--- src/rtl/bcd_pkg.sv ---
// Shared types and constants for the sequential BCD-to-binary converter.
package bcd_pkg;

    localparam int DEF_NUM_DIGITS = 3;
    localparam int DEF_OUT_W      = 8;
    localparam int BCD_W          = 4 * DEF_NUM_DIGITS;
    localparam int CNT_W          = $clog2(DEF_OUT_W);

    localparam logic [3:0] DIGIT_MAX   = 4'd9;
    localparam logic [3:0] CORR_THRESH = 4'd8;
    localparam logic [3:0] CORR_SUB    = 4'd3;

    typedef enum logic [1:0] {
        IDLE = 2'd0,
        CONV = 2'd1,
        DONE = 2'd2
    } state_t;

endpackage

--- src/rtl/bcd_to_binary_seq_nibble_correct.sv ---
// Reverse double-dabble digit correction: a nibble of 8 or more loses 3.
module bcd_nibble_correct
    import bcd_pkg::*;
(
    input  logic [3:0] i_nib,
    output logic [3:0] o_nib
);

    assign o_nib = (i_nib >= CORR_THRESH) ? (i_nib - CORR_SUB) : i_nib;

endmodule

--- src/rtl/bcd_to_binary_seq.sv ---
// Sequential BCD-to-binary converter: shift right, correct digits, OUT_W iterations.
// Handshakes: a transfer happens on a rising edge where valid and ready are both high.
module bcd_to_binary_seq
    import bcd_pkg::*;
#(
    parameter int NUM_DIGITS = DEF_NUM_DIGITS,
    parameter int OUT_W      = DEF_OUT_W
) (
    input  logic                    clk,
    input  logic                    rst_n,
    input  logic                    in_valid,
    output logic                    in_ready,
    input  logic [4*NUM_DIGITS-1:0] bcd_in,
    output logic                    out_valid,
    input  logic                    out_ready,
    output logic [OUT_W-1:0]        bin_out,
    output logic                    err_digit,
    output logic                    err_ovf,
    output logic                    busy,
    output state_t                  dbg_state
);

    localparam int L_BCD_W  = 4 * NUM_DIGITS;
    localparam int L_WORK_W = L_BCD_W + OUT_W;
    localparam int L_CNT_W  = (OUT_W > 1) ? $clog2(OUT_W) : 1;
    localparam logic [L_CNT_W-1:0] LAST_ITER = L_CNT_W'(OUT_W - 1);

    state_t                r_state;
    logic [L_WORK_W-1:0]   r_work;
    logic [L_CNT_W-1:0]    r_cnt;
    logic                  r_err_pend;
    logic                  r_in_ready;
    logic                  r_out_valid;
    logic                  r_busy;
    logic [OUT_W-1:0]      r_bin;
    logic                  r_err_digit;
    logic                  r_err_ovf;

    logic [L_WORK_W-1:0]   w_shift;
    logic [L_WORK_W-1:0]   w_next;
    logic                  w_bad_digit;
    logic                  w_ovf;

    assign w_shift = r_work >> 1;
    assign w_next[OUT_W-1:0] = w_shift[OUT_W-1:0];

    genvar g;
    generate
        for (g = 0; g < NUM_DIGITS; g++) begin : g_corr
            bcd_nibble_correct u_corr (
                .i_nib (w_shift[OUT_W+4*g +: 4]),
                .o_nib (w_next[OUT_W+4*g +: 4])
            );
        end
    endgenerate

    always_comb begin
        w_bad_digit = 1'b0;
        for (int i = 0; i < NUM_DIGITS; i++) begin
            if (bcd_in[4*i +: 4] > DIGIT_MAX) w_bad_digit = 1'b1;
        end
    end

    // Anything left in the BCD field after the last shift means value > 2^OUT_W-1.
    assign w_ovf = |w_next[L_WORK_W-1:OUT_W];

    always_ff @(posedge clk) begin
        if (!rst_n) begin
            r_state     <= IDLE;
            r_work      <= '0;
            r_cnt       <= '0;
            r_err_pend  <= 1'b0;
            r_in_ready  <= 1'b1;
            r_out_valid <= 1'b0;
            r_busy      <= 1'b0;
            r_bin       <= '0;
            r_err_digit <= 1'b0;
            r_err_ovf   <= 1'b0;
        end else begin
            case (r_state)
                IDLE: begin
                    if (in_valid) begin
                        r_work     <= {bcd_in, {OUT_W{1'b0}}};
                        r_err_pend <= w_bad_digit;
                        r_cnt      <= '0;
                        r_state    <= CONV;
                        r_in_ready <= 1'b0;
                        r_busy     <= 1'b1;
                    end
                end
                CONV: begin
                    r_work <= w_next;
                    r_cnt  <= r_cnt + 1'b1;
                    if (r_cnt == LAST_ITER) begin
                        r_state     <= DONE;
                        r_busy      <= 1'b0;
                        r_out_valid <= 1'b1;
                        r_err_digit <= r_err_pend;
                        r_err_ovf   <= w_ovf && !r_err_pend;
                        r_bin       <= (r_err_pend || w_ovf) ? '0 : w_next[OUT_W-1:0];
                    end
                end
                DONE: begin
                    if (out_ready) begin
                        r_state     <= IDLE;
                        r_out_valid <= 1'b0;
                        r_in_ready  <= 1'b1;
                    end
                end
                default: begin
                    r_state     <= IDLE;
                    r_in_ready  <= 1'b1;
                    r_out_valid <= 1'b0;
                    r_busy      <= 1'b0;
                end
            endcase
        end
    end

    assign in_ready  = r_in_ready;
    assign out_valid = r_out_valid;
    assign busy      = r_busy;
    assign bin_out   = r_bin;
    assign err_digit = r_err_digit;
    assign err_ovf   = r_err_ovf;
    assign dbg_state = r_state;

endmodule
--- config.mk ---
export PLATFORM = sky130hd
export DESIGN_NAME = bcd_to_binary_seq
export DESIGN_NICKNAME = d
export VERILOG_FILES = /design/src/rtl/bcd_pkg.sv /design/src/rtl/bcd_to_binary_seq_nibble_correct.sv /design/src/rtl/bcd_to_binary_seq.sv
export SDC_FILE = /design/constraint.sdc
export NUM_CORES = 1
export LEC_CHECK = 0
export ABC_AREA = 1
export BUFFER_PORTS_ARGS = -buffer_cell sky130_fd_sc_hd__buf_2
export CORE_ASPECT_RATIO = 1.25
export CORE_UTILIZATION = 55
export CTS_CLUSTER_DIAMETER = 150
export DETAILED_ROUTE_END_ITERATION = 8
export GPL_TIMING_DRIVEN = 1
export PLACE_DENSITY_LB_ADDON = 0.12
export SETUP_SLACK_MARGIN = 0.3
export SLEW_MARGIN = 20
export SYNTH_ARGS = -nofsm -noshare
export SYNTH_HDL_FRONTEND = slang
export SYNTH_SLANG_ARGS = --single-unit
--- constraint.sdc ---
create_clock -name clk -period 2 [get_ports clk]
set_clock_uncertainty 0.2 [all_clocks]
set_input_delay 0 -clock clk [delete_from_list [all_inputs] [get_ports clk]]
set_output_delay 0 -clock clk [all_outputs]
set_load 0.05 [all_outputs]
=== Word level (Yosys, flattened, before mapping) ===
Cells that the tools add are included.

* Bitwise operators: 3
* Order comparisons: 6
* Add/subtract/negate cells: 4
* Equal/unequal tests: 6
* Reductions and logical operators: 13
* Muxes and demuxes: 24

{| class="wikitable"
|+ Operators by type and width
! cell !! number
|-
| one-hot mux 20 bit (2 select lines) || 1
|-
| two-way mux 20 bit || 1
|-
| > comparator 4 bit (second input constant) || 3
|-
| two-way mux 4 bit || 3
|-
| AND reduction 3 bit || 4
|-
| OR reduction 12 bit || 1
|-
| two-way mux 1 bit || 9
|-
| one-hot mux 1 bit (3 select lines) || 3
|-
| >= comparator 4 bit (second input constant) || 2
|-
| two-way mux 8 bit || 1
|-
| subtractor 4 x 2 -> 4 bit (second input constant) || 2
|-
| two-way mux 2 bit || 3
|-
| != test 2 bit (second input constant) || 3
|-
| one-hot mux 2 bit (3 select lines) || 1
|-
| one-hot mux 3 bit (2 select lines) || 1
|-
| AND reduction 2 bit || 3
|-
| >= comparator 3 x 4 -> 1 bit (second input constant) || 1
|-
| subtractor 3 x 2 -> 4 bit (second input constant) || 1
|-
| adder 3 x 1 -> 3 bit (second input constant) || 1
|-
| == test 3 bit (second input constant) || 1
|-
| two-way mux 3 bit || 1
|-
| inverter 1 bit || 3
|-
| == test 2 x 1 -> 1 bit (second input constant) || 1
|-
| == test 2 bit (second input constant) || 1
|-
| other kinds (5) || 5
|}

* Output and inout port bits: 15
* Logic and storage cells: 66
* Input port bits: 16
* Bits in registers: 39

=== Longest topological paths before layout ===
* Depth after elaboration: 5
* Gate-level depth with buffers: 10
* Depth with buffers taken out: 10

=== By module ===
Synthesis repeated with hierarchy kept, for this count alone.

* Cells, all modules: 273
* Area, all modules: 1954.4 um2

{| class="wikitable"
|+ By module, submodules not included
! module !! times used !! sequential area each (um2) !! area each (um2) !! cells each
|-
| bcd_to_binary_seq || 1 || 760.7 || 1687.9 || 225
|-
| bcd_nibble_correct || 3 || 0.0 || 88.8 || 16
|}

=== Worst setup path after synthesis ===
OpenSTA, ideal clock, no wires.

* Kind: reg2reg
* From: reg r_state[1], in the netlist dbg_state[1]
* To: reg r_in_ready, in the netlist in_ready
* Arrival: 1.450 ns
* Path slack: 0.235 ns
* Data required time: 1.686 ns
* Setup time: 0.114 ns
* Buffers on the path: 0
* Clock period less this slack: 1.765 ns
* Stages on the path, launching flop included: 6
* Path through: dfxtp_1 inv_1 or2_1 nor2_1 o21ai_0 a21o_1

* Longest elaborated chain between the ends: 3
* Elaborated cells between the ends (all ways): 8
* Those cells by class: 4 x eq/ne; 1 x mux; 1 x bitwise; 2 x reduce/logical

{| class="wikitable"
|+ RTL lines
! what !! line !! RTL
|-
| start: declaration || bcd_to_binary_seq.sv:28 || <nowiki>state_t r_state;</nowiki>
|-
| start signal: assignment || bcd_to_binary_seq.sv:69 || <nowiki>r_state <= IDLE;</nowiki>
|-
| start signal: assignment || bcd_to_binary_seq.sv:86 || <nowiki>r_state <= CONV;</nowiki>
|-
| start signal: assignment || bcd_to_binary_seq.sv:95 || <nowiki>r_state <= DONE;</nowiki>
|-
| == test 2 bit, or another cell as far along || bcd_to_binary_seq.sv:80 || <nowiki>case (r_state)</nowiki>
|-
| != test 2 bit (no line) / inverter 1 bit (equally long branches) || - ||
|-
| AND reduction 3 bit (no line) || - ||
|-
| end signal: assignment || bcd_to_binary_seq.sv:73 || <nowiki>r_in_ready <= 1'b1;</nowiki>
|-
| end signal: assignment || bcd_to_binary_seq.sv:87 || <nowiki>r_in_ready <= 1'b0;</nowiki>
|-
| end signal: assignment || bcd_to_binary_seq.sv:107 || <nowiki>r_in_ready <= 1'b1;</nowiki>
|-
| end: declaration || bcd_to_binary_seq.sv:32 || <nowiki>logic r_in_ready;</nowiki>
|}

Parallel ways exist; a longest one is shown, timed or not.
A chain may end at the register's enable or synchronous reset.

=== Worst setup path after layout ===
* From: reg r_work[13]
* To: reg r_err_ovf, in the netlist err_ovf

* Longest elaborated chain between the ends: 4
* Elaborated cells between the ends (all ways): 5
* Those cells by class: 1 x add/sub; 1 x order compare; 1 x mux; 2 x reduce/logical

{| class="wikitable"
|+ RTL lines
! what !! line !! RTL
|-
| start: declaration || bcd_to_binary_seq.sv:29 || <nowiki>logic [L_WORK_W-1:0] r_work;</nowiki>
|-
| start signal: assignment || bcd_to_binary_seq.sv:83 || <nowiki>r_work <= {bcd_in, {OUT_W{1'b0}}};</nowiki>
|-
| start signal: assignment || bcd_to_binary_seq.sv:92 || <nowiki>r_work <= w_next;</nowiki>
|-
| subtractor 4 x 2 -> 4 bit / >= comparator 4 bit (equally long branches) || bcd_to_binary_seq_nibble_correct.sv:9 || <nowiki>assign o_nib = (i_nib >= CORR_THRESH) ? (i_nib - CORR_SUB) : i_nib;</nowiki>
|-
| two-way mux 4 bit * || bcd_to_binary_seq_nibble_correct.sv:9 ||
|-
| OR reduction 12 bit * || bcd_to_binary_seq.sv:65 || <nowiki>assign w_ovf = |w_next[L_WORK_W-1:OUT_W];</nowiki>
|-
| logical AND 1 bit * || bcd_to_binary_seq.sv:99 || <nowiki>r_err_ovf <= w_ovf && !r_err_pend;</nowiki>
|-
| end signal: assignment || bcd_to_binary_seq.sv:99 ||
|-
| end: declaration || bcd_to_binary_seq.sv:37 || <nowiki>logic r_err_ovf;</nowiki>
|}

Every way passes the cells marked *; elsewhere a longest branch is shown, timed or not.

==> results.py <==
metrics = {
    "synth": {
        "synth_top_area_frac": 0.413,
        "synth_top_area_cell": "dfxtp_1",
        "synthArstFlopShare": 0,
        "netlist_top_cells_area": "dfxtp_1 41%, nand2_1 14%, a21oi_1 6.8%, inv_1 5.3%, ha_1 4.1%",
        "netlist_area_um2": 1840,
        "avgSynthCellArea_um2": 7.81,
        "netlist_instances": 236,
        "yosysUniqueCellTypes": 32,
        "ys_warn_count": 0,
        "synth_nets": 258,
        "ys_ff_latch": 38,
        "synth_edf_count": 0,
        "synth_top_flop_cell": "dfxtp_1",
        "seq_area_frac_synth": 0.413,
    },
    "cells_and_area": {
        "multi_input_area_um2": 970,
        "num-nets-final": 314,
        "insertedDiodeCount": 0,
        "regArea_um2": 771,
        "num-fill-cells": 253,
        "drive_gt1_frac": 0.287,
        "area_growth_pct": 30.2,
        "post-route-util": 0.751,
        "fin_cells": 330,
    },
    "cts": {
        "tritoncts": "yes",
        "cts_buffer_depth": 2,
        "cts.sink_count": 38,
        "clk_pin_slew_worst_paths_ps": 70,
        "cts_max_level": 2,
        "cts_buffers": 5,
        "clock-root-buffer": "clkbuf_8",
        "clkLatencyLatePin_ps": 290,
    },
    "floorplanning": {
        "coreArea_um2": 3190,
        "die_y_um": 66.7,
        "num_rows": 23,
        "start_util": 0.577,
        "die_w_um": 53.8,
        "io_pins": 31,
        "die-area_um2": 3590,
    },
    "routing": {
        "initialDrtViolationCount": 51,
        "post-route-drc-count": 0,
        "viasPerCell": 5.34,
        "ant_nets": 0,
        "via_count": 1763,
        "routedWlPerCell_um": 13.7,
        "drt-pass1-iter-count": 4,
        "routed_wl_um": 4510,
    },
    "global_route": {
        "grt_pass1_vias": 1544,
        "grt_pass1_wl_um": 6980,
        "antenna_found_initial": 0,
        "track_usage": 0.272,
        "grt_max_degree": 26,
        "grt_overflow": 0,
    },
    "worst_hold_path": {
        "hold_path_class": "register to register",
    },
    "timing": {
        "fin_crit_sh": 0.809,
        "worst_pin_slew_ps": 820,
        "hold_viol_final": 0,
        "slew_violations": 0,
        "slew_headroom": 0.453,
        "min_period_ps": 1620,
        "setup_viol": 0,
        "tns_ps": 0,
        "max_freq_mhz": 618,
        "grt_setup_unrepaired": "yes",
    },
    "setup_path": {
        "cp.buffers_inverters": 2,
        "crit_path_top_delay_cell": "dfxtp_4",
        "required_ps": 1950,
        "worst-path-max-fanout": 5,
        "critPathMaxStageDelay_ps": 370,
        "cp_top_family": "simple AND/OR/NAND/NOR gates",
        "cpMostUsedCell": "nand2_1",
        "cp_cell_sequence": "inv_2 > ha_4 > inv_1 > nand2_1 > nand2_2 > nand2_4 > nor2_4 > nand2_1 > nand2_1 > a21oi_1",
        "crit_path_end_kind": "register",
        "path_class": "register to register",
        "cp-start-kind": "register",
        "worstPathArrival_ps": 1560,
    },
    "power": {
        "ir_worst_vdd_mv": 0.676,
        "power.density_nw_per_um2": 773,
        "p_leak_nw": 1.07,
    },
    "place": {
        "gp_routability_congestion": 0.837,
        "dp_cells": 296,
        "dp_hpwl_um": 2850,
        "port_buffers": 30,
    },
    "job": {
        "maxCapViolations": 0,
    },
    "outcome": {
        "status": "complete, no violations",
    },
}
cell usage after synthesis (4+ instances only):
| library cell | instances |
|---|---|
| a21oi_1 | 25 |
| a31oi_1 | 4 |
| buf_2 | 4 |
| dfxtp_1 | 38 |
| ha_1 | 6 |
| inv_1 | 26 |
| nand2_1 | 69 |
| nand2_4 | 4 |
| nand3_1 | 12 |
| nand4_1 | 8 |
| nor2_1 | 5 |
| o21ai_0 | 4 |
| o221ai_1 | 6 |
metrics by stage:
stage | area [µm²] | hold WS, ps | power, mW | setup WS, ps
floorplan | 1840 | -62.2 | 1.07 | 311
global route | 2400 | 280 | 1.93 | 262
CTS | 2280 | 245 | 1.82 | 308
finish | 2400 | 243 | 1.85 | 382
detailed placement | 1990 | 70.8 | 1.13 | 223
global placement | 1990 | 66.2 | 1.12 | 238
layout make-up:
class                   count  area share
multi-input cells         162       0.404
flip-flops and latches     38       0.321
repair buffers             57       0.164
inverters                  28      0.0459
clock buffers               6      0.0302
well taps                  37      0.0193
clock inverters             2      0.0156
cell usage in the layout, fill, tap and decap left out, types with 2 or more instances in the layout:
cell type,count
nand2_1,64
dfxtp_1,32
buf_2,30
a21oi_1,25
inv_1,23
dlygate4sd3_1,16
nand3_1,12
buf_4,11
nand4_1,8
nand2_4,6
o221ai_1,6
nor2_4,5
nor2_1,5
clkbuf_8,5
dfxtp_2,5
inv_2,4
a31oi_1,4
o21ai_0,4
nand2_2,3
o21ai_2,3
ha_1,3
ha_4,2
cells by family (layout without fill, tap and decap cells):
family / count (synthesis) / count (layout) / synth area share
adders and majority gates: 6 / 6 / 0.0407
DFF: 38 / 38 / 0.413
and+or+nand+nor: 104 / 106 / 0.271
AOI/OAI and AO/OA: 49 / 49 / 0.170
xor gates and xnor gates: 1 / 1 / 0.00475
buffers and inverters: 38 / 93 / 0.100
final timing paths:
kind / slack, ps / end / cells past startpoint / start
max: 380 / err_ovf / 10 / r_work[13]
min: 240 / out_valid / 2 / out_valid
max reg2reg: 380 / err_ovf / 10 / r_work[13]
min reg2reg: 240 / out_valid / 2 / out_valid
power breakdown:
group          switching [mW]  internal [mW]  leakage (nW)
clock                   0.276          0.372        0.0514
combinational           0.237          0.145         0.702
sequential             0.0337          0.791         0.312
total                   0.546           1.31          1.07
timing repair:
| item | CTS | global route |
|---|---|---|
| hold endpoints to repair | 19 | 0 |
| hold buffers | 16 | 0 |
| resized for setup | 8 | 16 |
| cloned | 1 | 1 |
| pin swaps | 2 | 7 |
| setup buffers | 0 | 8 |
| setup endpoints to repair | 9 | 9 |
registers in the layout (all words and copies together) (netlist names):
| signal | count |
|---|---|
| err_ovf | 1 |
| r_err_pend | 1 |
| in_ready | 1 |
| r_work | 19 |
| dbg_state | 2 |
| r_cnt | 3 |
| out_valid | 1 |
| busy | 1 |
| bin_out | 8 |
| err_digit | 1 |
worst min-delay path, cell delays in order (launching register included):
cell     delay [ps]
dfxtp_1         310
inv_1            40
a21oi_1          50
routing by layer:
layer / part of all wire / global-route usage / wire [µm] / up-vias
li1: - / - / - / 892
met1: 0.42 / 0.315 / 1910 / 821
met2: 0.51 / 0.443 / 2300 / 39
met3: 0.042 / 0.0799 / 188 / 11
met4: 0.025 / 0.132 / 114 / 0
met5: 0 / 0 / 0 / -
Note: power is estimated with default switching activity, not from simulation.
